==> config.mk <==
export PLATFORM = sky130hd
export DESIGN_NAME = wb_arbiter_flat
export DESIGN_NICKNAME = d
export VERILOG_FILES = /design/src/rtl/wb_arbiter_pkg.sv /design/src/rtl/wb_arbiter_if.sv /design/src/rtl/wb_arbiter_fifo.sv /design/src/rtl/wb_arbiter.sv /design/src/flat_wrapper.sv
export SDC_FILE = /design/constraint.sdc
export NUM_CORES = 1
export LEC_CHECK = 0
export BUFFER_PORTS_ARGS = -buffer_cell sky130_fd_sc_hd__buf_2
export CORE_MARGIN = 2
export CORE_UTILIZATION = 28
export CTS_BUF_LIST = sky130_fd_sc_hd__clkbuf_2
export CTS_CLUSTER_SIZE = 24
export DETAILED_ROUTE_END_ITERATION = 8
export PLACE_DENSITY = 0.56
export SYNTH_ARGS = -nofsm -noshare
export SYNTH_HDL_FRONTEND = slang
export SYNTH_SLANG_ARGS = --single-unit
==> constraint.sdc <==
create_clock -name i_clk -period 2.2 [get_ports i_clk]
set_input_delay 0.33 -clock i_clk [delete_from_list [all_inputs] [get_ports i_clk]]
set_output_delay 0.33 -clock i_clk [all_outputs]
set_load 0.1 [all_outputs]
==> src/rtl/wb_arbiter_pkg.sv <==
// Shared types and helpers for the writeback arbiter.
package wb_arbiter_pkg;

    localparam int DEF_XLEN       = 32;
    localparam int DEF_ADDR_WIDTH = 5;

    typedef enum logic {
        WB_SRC_ALU = 1'b0,
        WB_SRC_LSU = 1'b1
    } wb_src_e;

    function automatic int clog2(input int v);
        int r;
        r = 0;
        for (int i = 0; i < 31; i++) begin
            if ((1 << i) < v) r = i + 1;
        end
        return r;
    endfunction

endpackage

==> src/rtl/wb_arbiter_if.sv <==
// ALU/LSU result streams in, register file write port out.
interface wb_arbiter_if
    import wb_arbiter_pkg::*;
#(
    parameter int XLEN       = DEF_XLEN,
    parameter int ADDR_WIDTH = DEF_ADDR_WIDTH
);

    logic                  i_aluValid;
    logic [ADDR_WIDTH-1:0] i_aluRd;
    logic [XLEN-1:0]       i_aluData;
    logic                  i_lsuValid;
    logic                  o_lsuReady;
    logic [ADDR_WIDTH-1:0] i_lsuRd;
    logic [XLEN-1:0]       i_lsuData;
    logic                  o_aluStall;
    logic                  o_wrEn;
    logic [ADDR_WIDTH-1:0] o_rdAddr;
    logic [XLEN-1:0]       o_rdData;
    wb_src_e               o_wbSrc;
    logic                  o_pending;

    modport slave (
        input  i_aluValid, i_aluRd, i_aluData,
        input  i_lsuValid, i_lsuRd, i_lsuData,
        output o_lsuReady, o_aluStall,
        output o_wrEn, o_rdAddr, o_rdData,
        output o_wbSrc, o_pending
    );

    modport master (
        output i_aluValid, i_aluRd, i_aluData,
        output i_lsuValid, i_lsuRd, i_lsuData,
        input  o_lsuReady, o_aluStall,
        input  o_wrEn, o_rdAddr, o_rdData,
        input  o_wbSrc, o_pending
    );

endinterface

==> src/rtl/wb_arbiter_fifo.sv <==
// Synchronous FIFO holding LSU {rd, data} results awaiting writeback.
module wb_arbiter_fifo
    import wb_arbiter_pkg::*;
#(
    parameter int WIDTH = 37,
    parameter int DEPTH = 4
) (
    input  logic                         i_clk,
    input  logic                         i_rstn,
    input  logic                         i_push,
    input  logic                         i_pop,
    input  logic [WIDTH-1:0]             i_data,
    output logic [WIDTH-1:0]             o_data,
    output logic                         o_empty,
    output logic [clog2(DEPTH+1)-1:0]    o_count
);

    localparam int PW = clog2(DEPTH);
    localparam int CW = clog2(DEPTH + 1);

    logic [WIDTH-1:0] mem_q [DEPTH];
    logic [PW-1:0]    wr_q;
    logic [PW-1:0]    rd_q;
    logic [CW-1:0]    cnt_q;

    // Pointers are log2(DEPTH) wide, so they wrap on their own.
    always_ff @(posedge i_clk or negedge i_rstn) begin
        if (!i_rstn) begin
            wr_q  <= '0;
            rd_q  <= '0;
            cnt_q <= '0;
            for (int i = 0; i < DEPTH; i++) mem_q[i] <= '0;
        end else begin
            if (i_push) begin
                mem_q[wr_q] <= i_data;
                wr_q        <= wr_q + 1'b1;
            end
            if (i_pop) rd_q <= rd_q + 1'b1;
            case ({i_push, i_pop})
                2'b10:   cnt_q <= cnt_q + 1'b1;
                2'b01:   cnt_q <= cnt_q - 1'b1;
                default: cnt_q <= cnt_q;
            endcase
        end
    end

    assign o_data  = mem_q[rd_q];
    assign o_empty = (cnt_q == '0);
    assign o_count = cnt_q;

endmodule

==> src/rtl/wb_arbiter.sv <==
// Writeback arbiter: ALU results win, LSU results queue, starvation forces a drain.
module wb_arbiter
    import wb_arbiter_pkg::*;
#(
    parameter int XLEN         = DEF_XLEN,
    parameter int ADDR_WIDTH   = DEF_ADDR_WIDTH,
    parameter int FIFO_DEPTH   = 4,
    parameter int STARVE_LIMIT = 4
) (
    input  logic       i_clk,
    input  logic       i_rstn,
    wb_arbiter_if.slave bus
);

    localparam int EW = ADDR_WIDTH + XLEN;
    localparam int CW = clog2(FIFO_DEPTH + 1);
    localparam int SW = clog2(STARVE_LIMIT + 1);
    localparam logic [CW-1:0] FULL_CNT   = CW'(FIFO_DEPTH);
    localparam logic [SW-1:0] STARVE_MAX = SW'(STARVE_LIMIT);

    logic            push, pop, empty, ready, aluLive;
    logic [CW-1:0]   count;
    logic [EW-1:0]   head;

    logic                  wrEn_q, wrEn_d;
    logic [ADDR_WIDTH-1:0] addr_q, addr_d;
    logic [XLEN-1:0]       data_q, data_d;
    wb_src_e               src_q, src_d;
    logic                  stall_q, stall_d;
    logic [SW-1:0]         starve_q, starve_d;

    assign ready   = (count != FULL_CNT);
    assign aluLive = bus.i_aluValid && (bus.i_aluRd != '0) && !stall_q;
    assign push    = bus.i_lsuValid && ready && (bus.i_lsuRd != '0);
    assign pop     = !aluLive && !empty;

    wb_arbiter_fifo #(
        .WIDTH (EW),
        .DEPTH (FIFO_DEPTH)
    ) u_fifo (
        .i_clk   (i_clk),
        .i_rstn  (i_rstn),
        .i_push  (push),
        .i_pop   (pop),
        .i_data  ({bus.i_lsuRd, bus.i_lsuData}),
        .o_data  (head),
        .o_empty (empty),
        .o_count (count)
    );

    always_comb begin
        wrEn_d = 1'b0;
        addr_d = addr_q;
        data_d = data_q;
        src_d  = src_q;
        if (aluLive) begin
            wrEn_d = 1'b1;
            addr_d = bus.i_aluRd;
            data_d = bus.i_aluData;
            src_d  = WB_SRC_ALU;
        end else if (pop) begin
            wrEn_d = 1'b1;
            addr_d = head[EW-1 -: ADDR_WIDTH];
            data_d = head[XLEN-1:0];
            src_d  = WB_SRC_LSU;
        end
        // Non-empty without a pop means the ALU won this cycle.
        if (empty || pop) starve_d = '0;
        else              starve_d = starve_q + 1'b1;
        stall_d = (starve_d == STARVE_MAX);
    end

    always_ff @(posedge i_clk or negedge i_rstn) begin
        if (!i_rstn) begin
            wrEn_q   <= 1'b0;
            addr_q   <= '0;
            data_q   <= '0;
            src_q    <= WB_SRC_ALU;
            stall_q  <= 1'b0;
            starve_q <= '0;
        end else begin
            wrEn_q   <= wrEn_d;
            addr_q   <= addr_d;
            data_q   <= data_d;
            src_q    <= src_d;
            stall_q  <= stall_d;
            starve_q <= starve_d;
        end
    end

    assign bus.o_lsuReady = ready;
    assign bus.o_aluStall = stall_q;
    assign bus.o_wrEn     = wrEn_q;
    assign bus.o_rdAddr   = addr_q;
    assign bus.o_rdData   = data_q;
    assign bus.o_wbSrc    = src_q;
    assign bus.o_pending  = !empty;

endmodule

==> src/flat_wrapper.sv <==
// flat-port wrapper written by rule: the top's interface ports become plain ports
module wb_arbiter_flat import wb_arbiter_pkg::*;
#(
    parameter int XLEN         = DEF_XLEN,
    parameter int ADDR_WIDTH   = DEF_ADDR_WIDTH,
    parameter int FIFO_DEPTH   = 4,
    parameter int STARVE_LIMIT = 4
)
  (i_clk, i_rstn, bus_i_aluValid, bus_i_aluRd, bus_i_aluData, bus_i_lsuValid, bus_i_lsuRd, bus_i_lsuData, bus_o_lsuReady, bus_o_aluStall, bus_o_wrEn, bus_o_rdAddr, bus_o_rdData, bus_o_wbSrc, bus_o_pending);
  wb_arbiter_if #(.XLEN(XLEN), .ADDR_WIDTH(ADDR_WIDTH)) bus_i ();
  input  logic i_clk;
  input  logic i_rstn;
  input wire logic [$bits(bus_i.i_aluValid)-1:0] bus_i_aluValid;
  input wire logic [$bits(bus_i.i_aluRd)-1:0] bus_i_aluRd;
  input wire logic [$bits(bus_i.i_aluData)-1:0] bus_i_aluData;
  input wire logic [$bits(bus_i.i_lsuValid)-1:0] bus_i_lsuValid;
  input wire logic [$bits(bus_i.i_lsuRd)-1:0] bus_i_lsuRd;
  input wire logic [$bits(bus_i.i_lsuData)-1:0] bus_i_lsuData;
  output wire logic [$bits(bus_i.o_lsuReady)-1:0] bus_o_lsuReady;
  output wire logic [$bits(bus_i.o_aluStall)-1:0] bus_o_aluStall;
  output wire logic [$bits(bus_i.o_wrEn)-1:0] bus_o_wrEn;
  output wire logic [$bits(bus_i.o_rdAddr)-1:0] bus_o_rdAddr;
  output wire logic [$bits(bus_i.o_rdData)-1:0] bus_o_rdData;
  output wire logic [$bits(bus_i.o_wbSrc)-1:0] bus_o_wbSrc;
  output wire logic [$bits(bus_i.o_pending)-1:0] bus_o_pending;
  assign bus_i.i_aluValid = bus_i_aluValid;
  assign bus_i.i_aluRd = bus_i_aluRd;
  assign bus_i.i_aluData = bus_i_aluData;
  assign bus_i.i_lsuValid = bus_i_lsuValid;
  assign bus_i.i_lsuRd = bus_i_lsuRd;
  assign bus_i.i_lsuData = bus_i_lsuData;
  assign bus_o_lsuReady = bus_i.o_lsuReady;
  assign bus_o_aluStall = bus_i.o_aluStall;
  assign bus_o_wrEn = bus_i.o_wrEn;
  assign bus_o_rdAddr = bus_i.o_rdAddr;
  assign bus_o_rdData = bus_i.o_rdData;
  assign bus_o_wbSrc = bus_i.o_wbSrc;
  assign bus_o_pending = bus_i.o_pending;
  wb_arbiter #(.XLEN(XLEN), .ADDR_WIDTH(ADDR_WIDTH), .FIFO_DEPTH(FIFO_DEPTH), .STARVE_LIMIT(STARVE_LIMIT)) u_core (.i_clk(i_clk), .i_rstn(i_rstn), .bus(bus_i));
endmodule
# Word level (Yosys, flattened, before mapping)
# Index checks and enable logic that the tools add are counted.
# Widths: inputs -> output; s select.
# word_totals
memories	0
ff_bits	198
mem_bits_ro	0
ram_bits	0
latch_bits	0
inputBits	78
output_inout_bits	42
# classes
bitwise_logic	2
n_eq_ne	4
mul	0
div	0
n_lt_le_gt_ge	3
addsub	5
n_mux	16
shifts	0
n_reduce_logical	15
# op_table
op	count
$bwmux 148	1
$mux 37	3
$bmux 37 s2	1
$demux 37 s2	1
$mux 32	2
$mux 5	2
$reduce_bool 5->1	2
$add 3x1->3 const B	2
$ge 3x3->1 const B	2
$logic_and 1x1->1	6
$not 2->3	2
$pmux 3 s2	1
$add 2x1->2 const B	2
$mux 1	4
$reduce_bool 2->1	2
$eq 3x3->1 const B	1
$logic_not 1->1	3
$logic_not 3->1	1
$lt 3x1->1 const B	1
$mux 3	1
$ne 3x3->1 const B	1
$sub 3x1->3 const B	1
$eq 2x1->1 const B	1
$eq 2x2->1 const B	1
$logic_or 1x1->1	1

# Logic depth before layout (Yosys ltp)
# depth
depth_word	8
depth_mapped	10
ltp_nobuf	9

# By module
# A second synthesis with hierarchy kept.
# unflattened
hier_cells	539
hier_area_um2	8877.3
# modules_own_cells
mod	n_inst	cells_per_inst	seq_area_each_um2	area_each_um2
wb_arbiter_fifo	1	389	3878.7	6791.5
wb_arbiter	1	150	1076.0	2085.8

# Worst setup path after synthesis
# OpenSTA, ideal clock, no wires.
# synth_path
kind	reg2reg
startpoint	register u_core.u_fifo.cnt_q[0] (netlist: u_core.u_fifo.o_count[0])
endpoint	register u_core.u_fifo.cnt_q[2] (netlist: u_core.u_fifo.o_count[2])
stages_incl_launch_ff	11
required_time_ns	2.121
setup_ns	0.079
path_slack_ns	-0.421
arrival_time_ns	2.541
period_less_slack_ns	2.621
cell_sequence	dfrtp_1 or3b_2 o211a_1 buf_6 inv_1 ha_1 inv_1 fa_1 xor2_1 nor2_1 xor2_1
# synth_between
elab_chain_cells	5
# synth_lines
element	line_no	text
start: declaration	wb_arbiter_fifo.sv:24	logic [CW-1:0] cnt_q;
start signal: assignment	wb_arbiter_fifo.sv:40	2'b10: cnt_q <= cnt_q + 1'b1;
start signal: assignment	wb_arbiter_fifo.sv:41	2'b01: cnt_q <= cnt_q - 1'b1;
start signal: assignment	wb_arbiter_fifo.sv:42	default: cnt_q <= cnt_q;
$ne 3x3->1 (*)	wb_arbiter.sv:32	assign ready = (count != FULL_CNT);
named net bus_o_lsuReady	flat_wrapper.sv:19	output wire logic [$bits(bus_i.o_lsuReady)-1:0] bus_o_lsuReady;
$logic_and 1x1->1 (*) (2 in series)	wb_arbiter.sv:34	assign push = bus.i_lsuValid && ready && (bus.i_lsuRd != '0);
$eq 2x1->1 or $eq 2x2->1 (tied branches)	wb_arbiter_fifo.sv:39	case ({i_push, i_pop})
$pmux 3 s2 or $reduce_bool 2->1 (tied branches)	n/a	
# The timed path passes the listed nets; every way through them passes the cells marked *.
# A chain may end at the register's enable or synchronous reset.

# Final worst setup path
# layout_path
startpoint	register u_core.u_fifo.cnt_q[0] (netlist: u_core.u_fifo.o_count[0])
endpoint	output port bus_o_lsuReady
# layout_between
elab_chain_cells	1
# layout_lines
element	line_no
$ne 3x3->1	wb_arbiter.sv:32
end: declaration	flat_wrapper.sv:19
# Every way passes these cells.

==> impl_metrics.toml <==
[outcome]
status = "finished with violations"
failed_checks = "setup timing"

[layout]
stdcell_count = 1313
fin_util_pct = 37.0
fin_nets = 942
layout_commonest_cell = "dfrtp_1"
final_cell_area_um2 = 12100
final_cell_mix = "dfrtp_1 (195), mux2_4 (123), buf_2 (116)"
drive_above_1_share_pct = 48.4
syn2layout_area_growth_pct = 29.8

[job]
drv_cap = 0

[clock_tree]
numCtsBuffers = 17
clkSinkCount = 198
cts_buffer_depth = 2
clkTransAtPathRegs_ns = 0.30
clock-root-buffer = "clkbuf_2"
cts_tree = "built"
htree_levels = 4
clock_latency_ns = 0.82

[detailed_routing]
firstDrtPassIters = 6
num_vias = 5772
vias_per_cell = 4.40
ant_nets = 0
drt_iter0_drc = 254
wl_per_cell_um = 17.0
wl_mm = 22.4
drc_errors = 0

[setup_path]
crit_required_ns = 1.87
startpoint_type = "flop"
path_max_fanout = 2
worstPathArrival_ns = 1.94
end_kind = "output port"
critPathKind = "reg -> out"

[die]
pin_count = 120
dieArea_um2 = 34700
rows = 66
die_y_um = 186
die_w_um = 186
start_util_pct = 28.5
core_area_um2 = 32600

[synthesis]
netlist_instances = 610
yosysTopAreaCellShare_pct = 53.3
seq_area_frac_synth_pct = 53.3
ys.warnings.count = 0
postSynthAreaPerCell_um2 = 15.2
synth_fp_nets = 695
yosys-top-cells-area = "dfrtp_1 (53%), mux2_4 (19%), mux4_2 (9.0%)"
synth_cell_type_count = 31
syn_area_um2 = 9300
synth_top_area_cell = "dfrtp_1"
ys_seq_elements = 198

[grt]
grt_pass1_wl_mm = 34.6
antenna_found_initial = 1
grt_max_degree = 81
first_global_vias = 6047
grt_use_total_pct = 13.3
grt-ovfl-total = 0

[power_and_ir_drop]
clockPowerShare_pct = 9.9
p_sw_w = 0.00796
power.leakage_nw = 5.71
power_frac_comb_pct = 55.3
vdd_drop_max_uv = 920
seqPwrFrac_pct = 34.8
switching_share_pct = 42.2
intPower_w = 0.0109
p_per_area_nw_per_um2 = 1560

[placed_design]
dp_hpwl_mm = 13.6
gp_congestion = 0.705
postPlaceCellArea_um2 = 10800
port_buffers = 119
place_inst = 1187

[timing]
period_minus_slack_ns = 2.27
finalHoldViolations = 0
fin_worst_skew_ns = 0.0355
period_share_pct = 103
fmax_mhz = 441
layout_setup_ws_ns = -0.0667
rsz0062_at_grt = "yes"
slew_headroom_pct = 42.4
tightest_slew_ns = 0.864
setup-tns-final_ns = -0.150
drv_slew = 0
setup_violations = 3

[min_path]
hold_path_class = "in -> reg"
[cell families (layout without fill, tap and decap cells)]
family | after synthesis | count (layout) | synth area share (%)
other | 0 | 1 | 0
XOR/XNOR | 7 | 7 | 0.660
adder cells (fa/ha/maj) | 7 | 7 | 1.02
AO/OA/AOI/OAI | 41 | 41 | 2.88
multiplexers | 186 | 186 | 31.8
flip-flops | 198 | 198 | 53.3
buffers and inverters | 44 | 303 | 4.11
AND/OR/NAND/NOR | 127 | 128 | 6.19
[critical path, stage by stage, from the launching register on]
cell and delay [ns]:
dfrtp_1 0.44, buf_4 0.13, or3b_4 0.39, buf_12 0.18
[flip-flops by register name, indices dropped and copies added, names as in the netlist]
| name | count |
|---|---|
| u_core.bus.o_aluStall | 1 |
| u_core.bus.o_rdAddr | 5 |
| u_core.bus.o_rdData | 32 |
| u_core.bus.o_wbSrc | 1 |
| u_core.bus.o_wrEn | 1 |
| u_core.starve_q | 3 |
| u_core.u_fifo.mem_q | 148 |
| u_core.u_fifo.o_count | 3 |
| u_core.u_fifo.rd_q | 2 |
| u_core.u_fifo.wr_q | 2 |
[repair_timing]
item | CTS | global route
resized for setup | 8 | 9
endpoints found under the hold margin | 385 | 0
buffers inserted | 4 | 5
pin swaps | 2 | 6
setup endpoints to repair | 2 | 14
gates cloned | 2 | 3
hold buffers | 79 | 0
[cells in the mapped netlist]
library cell  instances
or3b_2                1
a31oi_1              35
and3b_1               1
nor3_1                3
o21ai_0               1
fa_1                  1
mux2i_1               1
dfrtp_1             198
ha_1                  6
and2_1                1
nand2_8               4
inv_1                 7
xor2_1                3
o21a_1                1
mux2_4              120
clkbuf_1             13
buf_6                 1
nand2_1              74
mux4_2               37
nand3_1               3
nor2b_1               1
xnor2_1               4
or4_1                 2
o211a_1               1
buf_2                11
nor3b_1               1
mux2_2               28
a32oi_1               2
o21ai_2               1
nor2_1               36
buf_12               12
[routing by layer]
metal / part of all wire, % / routed length [um] / vias up / GRT usage, %
met5: 0 / 0 / - / 0
li1: - / - / 2686 / -
met2: 45 / 10100 / 105 / 20.6
met3: 3.1 / 701 / 15 / 2.71
met1: 50 / 11300 / 2966 / 19.2
met4: 1.1 / 240 / 0 / 3.40
[stage by stage]
stage / total power, W / hold slack (ns) / worst slack, ns
global route: 0.0200 / 0.152 / -0.245
finish: 0.0189 / 0.265 / -0.0667
CTS: 0.0189 / 0.153 / -0.196
floorplan: 0.0145 / 0.0344 / -0.126
global placement: 0.0165 / 0.346 / -0.170
detailed placement: 0.0166 / 0.341 / -0.213
[power by group through the flow]
stage	clock network (W)	registers [W]	logic, W
2_1_floorplan	0	0.00882	0.00564
3_3_place_gp	0	0.00660	0.00987
6_report	0.00187	0.00656	0.0104
5_1_grt	0.00212	0.00680	0.0111
4_1_cts	0.00197	0.00655	0.0104
3_5_place_dp	0	0.00660	0.00999
[cell type report]
class                           count  area, um^2
Sequential cell                   198        4960
Inverter                            7        28.8
Timing Repair Buffer              264        2250
Multi-Input combinational cell    369        4030
Clock inverter                     13         148
Fill cell                        3120       20500
Clock buffer                       19        95.1
Antenna cell                        1        2.50
Tap cell                          442         553
[worst paths after layout]
check | startpoint | slack (ns) | cells after the start | to
max | u_core.u_fifo.o_count[0] | -0.07 | 3 | bus_o_lsuReady
min | bus_i_aluData[28] | 0.26 | 4 | u_core.bus.o_rdData[28]
max reg2reg | u_core.u_fifo.o_count[0] | -0.05 | 11 | u_core.u_fifo.o_count[2]
min reg2reg | u_core.starve_q[0] | 0.50 | 1 | u_core.starve_q[0]
max in group asynchronous | i_rstn | 1.25 | 4 | u_core.u_fifo.rd_q[0]
min in group asynchronous | i_rstn | 0.64 | 4 | u_core.u_fifo.mem_q[125]
No activity file was read; power rests on OpenSTA's default activity.
